<file path="src/rtl/itf_port_arb.sv">
// Two-requester (instruction/data) arbiter onto one multi-cycle memory port.
// Optional macro ARB_TIMEOUT_EN adds a busy-cycle watchdog that aborts with an error.
module itf_port_arb #(
  parameter int unsigned TIMEOUT_CYCLES = 64
) (
  input  logic        clk_i,
  input  logic        rst_i,
  input  logic        inst_req_i,
  input  logic [31:0] inst_addr_i,
  output logic        inst_ack_o,
  output logic        inst_error_o,
  output logic [31:0] inst_data_o,
  input  logic        data_req_i,
  input  logic        data_we_i,
  input  logic [3:0]  data_be_i,
  input  logic [31:0] data_addr_i,
  input  logic [31:0] data_wdata_i,
  output logic        data_ack_o,
  output logic        data_error_o,
  output logic [31:0] data_rdata_o,
  output logic        mem_req_o,
  output logic        mem_we_o,
  output logic [3:0]  mem_be_o,
  output logic [31:0] mem_addr_o,
  output logic [31:0] mem_wdata_o,
  input  logic        mem_ack_i,
  input  logic        mem_error_i,
  input  logic [31:0] mem_rdata_i
);

  typedef enum logic [1:0] {
    IDLE      = 2'd0,
    INST_BUSY = 2'd1,
    DATA_BUSY = 2'd2
  } state_e;

  localparam logic GRANT_INST = 1'b0;
  localparam logic GRANT_DATA = 1'b1;

  if (TIMEOUT_CYCLES < 32'd1 || TIMEOUT_CYCLES > 32'd65535) begin : g_param_check
    $error("itf_port_arb: TIMEOUT_CYCLES out of range 1..65535");
  end

  state_e      state_r;
  state_e      state_nxt_s;
  logic        last_grant_r;
  logic        mem_req_r;
  logic        mem_we_r;
  logic [3:0]  mem_be_r;
  logic [31:0] mem_addr_r;
  logic [31:0] mem_wdata_r;
  logic        grant_inst_s;
  logic        grant_data_s;
  logic        busy_s;
  logic        done_s;
  logic        timeout_s;

  // On a tie the requester that did not win last time gets the port
  assign grant_inst_s = (state_r == IDLE) && inst_req_i &&
                        (!data_req_i || (last_grant_r == GRANT_DATA));
  assign grant_data_s = (state_r == IDLE) && data_req_i &&
                        (!inst_req_i || (last_grant_r == GRANT_INST));
  assign busy_s       = (state_r == INST_BUSY) || (state_r == DATA_BUSY);
  assign done_s       = busy_s && (mem_ack_i || timeout_s);

`ifdef ARB_TIMEOUT_EN
  localparam logic [15:0] TIMEOUT_LIMIT = 16'(TIMEOUT_CYCLES - 32'd1);
  logic [15:0] tmo_cnt_r;

  // Watchdog: counts busy cycles without a memory acknowledge
  always_ff @(posedge clk_i or posedge rst_i) begin
    if (rst_i) begin
      tmo_cnt_r <= 16'd0;
    end else if (!busy_s) begin
      tmo_cnt_r <= 16'd0;
    end else if (!mem_ack_i) begin
      tmo_cnt_r <= tmo_cnt_r + 16'd1;
    end else begin
      tmo_cnt_r <= tmo_cnt_r;
    end
  end

  // A real acknowledge in the expiry cycle wins over the abort
  assign timeout_s = busy_s && !mem_ack_i && (tmo_cnt_r == TIMEOUT_LIMIT);
`else
  assign timeout_s = 1'b0;
`endif

  // Next-state selection
  always_comb begin
    state_nxt_s = state_r;
    case (state_r)
      IDLE: begin
        if (grant_inst_s) begin
          state_nxt_s = INST_BUSY;
        end else if (grant_data_s) begin
          state_nxt_s = DATA_BUSY;
        end else begin
          state_nxt_s = IDLE;
        end
      end
      INST_BUSY, DATA_BUSY: begin
        if (done_s) begin
          state_nxt_s = IDLE;
        end else begin
          state_nxt_s = state_r;
        end
      end
      default: state_nxt_s = IDLE;
    endcase
  end

  // State, grant history and the registered memory command
  always_ff @(posedge clk_i or posedge rst_i) begin
    if (rst_i) begin
      state_r      <= IDLE;
      last_grant_r <= GRANT_DATA;
      mem_req_r    <= 1'b0;
      mem_we_r     <= 1'b0;
      mem_be_r     <= 4'd0;
      mem_addr_r   <= 32'd0;
      mem_wdata_r  <= 32'd0;
    end else begin
      state_r <= state_nxt_s;
      if (grant_inst_s) begin
        last_grant_r <= GRANT_INST;
        mem_req_r    <= 1'b1;
        mem_we_r     <= 1'b0;
        mem_be_r     <= 4'hF;
        mem_addr_r   <= inst_addr_i;
        mem_wdata_r  <= 32'd0;
      end else if (grant_data_s) begin
        last_grant_r <= GRANT_DATA;
        mem_req_r    <= 1'b1;
        mem_we_r     <= data_we_i;
        mem_be_r     <= data_be_i;
        mem_addr_r   <= data_addr_i;
        mem_wdata_r  <= data_wdata_i;
      end else if (done_s) begin
        mem_req_r    <= 1'b0;
      end
    end
  end

  assign mem_req_o   = mem_req_r;
  assign mem_we_o    = mem_we_r;
  assign mem_be_o    = mem_be_r;
  assign mem_addr_o  = mem_addr_r;
  assign mem_wdata_o = mem_wdata_r;

  // Completion is steered only to the current owner; everything else stays zero
  always_comb begin
    inst_ack_o   = 1'b0;
    inst_error_o = 1'b0;
    inst_data_o  = 32'd0;
    data_ack_o   = 1'b0;
    data_error_o = 1'b0;
    data_rdata_o = 32'd0;
    if (done_s && (state_r == INST_BUSY)) begin
      inst_ack_o   = 1'b1;
      inst_error_o = mem_ack_i ? mem_error_i : 1'b1;
      inst_data_o  = mem_ack_i ? mem_rdata_i : 32'd0;
    end else if (done_s && (state_r == DATA_BUSY)) begin
      data_ack_o   = 1'b1;
      data_error_o = mem_ack_i ? mem_error_i : 1'b1;
      data_rdata_o = mem_ack_i ? mem_rdata_i : 32'd0;
    end else begin
      inst_ack_o = 1'b0;
    end
  end

endmodule
</file>
<file path="config.mk">
export PLATFORM = sky130hd
export DESIGN_NAME = itf_port_arb
export DESIGN_NICKNAME = d
export VERILOG_FILES = /design/src/rtl/itf_port_arb.sv
export SDC_FILE = /design/constraint.sdc
export NUM_CORES = 1
export LEC_CHECK = 0
export BUFFER_PORTS_ARGS = -buffer_cell sky130_fd_sc_hd__buf_2
export CAP_MARGIN = 20
export CELL_PAD_IN_SITES_DETAIL_PLACEMENT = 1
export CELL_PAD_IN_SITES_GLOBAL_PLACEMENT = 1
export CORE_ASPECT_RATIO = 0.9
export CORE_UTILIZATION = 30
export DETAILED_ROUTE_END_ITERATION = 7
export GPL_TIMING_DRIVEN = 1
export PLACE_DENSITY_LB_ADDON = 0.1
export SLEW_MARGIN = 10
export SYNTH_ARGS = -nofsm -noshare
export SYNTH_HDL_FRONTEND = slang
export SYNTH_SLANG_ARGS = --single-unit
</file>
<file path="constraint.sdc">
create_clock -name clk_i -period 2.93 [get_ports clk_i]
set_input_delay 0.1465 -clock clk_i [delete_from_list [all_inputs] [get_ports clk_i]]
set_output_delay 0.1465 -clock clk_i [all_outputs]
set_load 0.1 [all_outputs]
</file>
==> run metrics <==
status=finished clean; most frequent cells in the layout=buf_2, dfrtp_1, nand3_1, o21ai_0, and2_1; Area Overhead vs Synth=47.4%; io pins=277; Final Net Count=846; Initial Utilization=0.313; Total Neg Setup Slack=0 ns; fin. max-slew vios=0; RePlAce Congestion=0.720; Vias/cell=5.02; post-DP HPWL=10800 µm; Clk Latency, worst-skew pair=0.34 ns; Synth Register Bits=73; area of the multi-input gates=1770 µm²; GRT Resource Usage Total=0.226; cell area after synthesis=3820 µm²; fraction of layout cells with a size suffix above 1=0.438; Routed Antenna Nets=0; vias in the first global route=4226; syn avg cell area=8.52 µm²; die area=13200 µm²; clock-pin slew on the worst setup and hold paths=0.06 ns; Seq/Total Area, Yosys=0.478; Rel. slew slack=0.314; highest clock rate=0.423 GHz; class of the worst hold path=input pin to flop; minimum clock period=2.37 ns; Syn. warnings=0; crit end category=output port; CTS Buf Count=9; final worst path period share=0.808; worst setup path category=flop to output port; clock sink count=73; DRC violations left=0; # rows=38; Iteration-0 DRC Markers=211; Netlist cell types=23; Routed WL per cell=17.3 µm; worst-path fanout max=34; CTS-repair resized insts=0; initial antenna violation count=0; Final setup viols=0; Hold Fails Final Rpt=0; Bufs on Longest Clock Path=2; worst slew pin tran=1.03 ns; syn nets=591; RSZ-0062 raised after global routing=false; port buffer count=276; Core Area=12200 µm²; post-CTS setup repair buffer count=0; CTS tree=yes; maxcap violations=0; top cell type's share of synthesized area=0.471; WL final=15100 µm; Synth Instances=449; register area=1830 µm²; H-tree Lvls=3; die width=121 µm; Worst EP arrival=2.22 ns; Worst EP required=2.78 ns; Die Height=109 µm; Yosys top cell by area=dfrtp_1; Layout fillers=1536; drt first pass iters=4; first-pass GRT wire length=22900 µm; kind of start point of the critical path=flop; synth top area cells=dfrtp_1, nand3_1, o21ai_0; largest net degree at the start of global routing=45; commonest non-fill, non-tap cell in the layout=buf_2; Root Buffer=clkbuf_16; Vias=4359; ANT cells=0; grt ovf=0; Layout Skew=0.00768 ns
[state kept, by name, indices dropped and copies added (netlist names)]
name and flops:
last_grant_r 1, mem_addr_o 32, mem_wdata_o 32, mem_we_o 1
mem_be_o 4, mem_req_o 1, state_r 2
[final cells by class]
class	instances	share of cell area
clock buffers	10	0.0406
clock inverters	5	0.00999
inverters	3	0.00222
multi-input cells	327	0.313
flip-flops and latches	73	0.324
well taps	160	0.0355
repair buffers	290	0.274
[stage by stage]
step,utilization,hold WS (ns),worst slack [ns],cell area [µm²],cells
6_report,0.461,0.0254,0.564,5640,868
5_1_grt,0.461,0.0218,0.397,5640,868
4_1_cts,0.460,0.00941,0.514,5620,867
3_5_place_dp,0.436,0.131,0.896,5330,851
3_3_place_gp,0.434,0.366,0.992,5300,850
2_1_floorplan,-,0.276,0.661,3820,449
[timing repair]
action                     4_1_cts  5_1_grt
hold buffers                     1        0
setup endpoints to repair        0        0
hold endpoints to repair        17        0
[metal layers]
| layer | vias to the layer above | routed length [µm] | global-route usage |
|---|---|---|---|
| met5 | - | 0 | 0 |
| li1 | 2092 | - | - |
| met4 | 0 | 165 | 0.0705 |
| met2 | 169 | 7550 | 0.384 |
| met1 | 2087 | 6200 | 0.280 |
| met3 | 11 | 1140 | 0.0601 |
[worst max-delay path, cell delays in order, from the launching register on]
cell and delay (ns):
dfrtp_1 0.35, inv_1 0.07, ha_1 0.31, nand2_2 0.08, nor3b_4 0.16, buf_4 0.30, and2_1 0.19, buf_2 0.42
[worst paths after layout]
kind                                      start               to  slack, ns  depth (start not counted)
min in group asynchronous                 rst_i  mem_wdata_o[30]       0.31                          3
worst max-delay path                 state_r[0]  data_rdata_o[1]       0.56                          7
worst min-delay path            data_wdata_i[2]   mem_wdata_o[2]       0.03                          2
worst min register to register      mem_be_o[2]      mem_be_o[2]       0.50                          2
max in group asynchronous                 rst_i    mem_addr_o[7]       1.83                          5
worst max register to register       state_r[0]  mem_wdata_o[11]       0.92                          5
[cells by family after synthesis]
| kind of cell | Yosys count | synth area share |
|---|---|---|
| flops | 73 | 0.478 |
| compound gates | 133 | 0.188 |
| simple gates | 191 | 0.263 |
| buf+inv | 49 | 0.0609 |
| fa+ha+maj | 3 | 0.00982 |
[cells in the mapped netlist (all sizes together)]
master	instances
nor2	34
a22o	3
nand2b	2
a21oi	30
o21ai	67
nand2	14
a31oi	32
o21a	1
buf	22
dfstp	1
nand3	69
and3	33
dfrtp	72
ha	3
and2	37
and2b	1
inv	3
nor3b	1
clkbuf	24
Power is not shown: default switching activity piles up to over one toggle a cycle in this logic, so the estimate is an artifact.
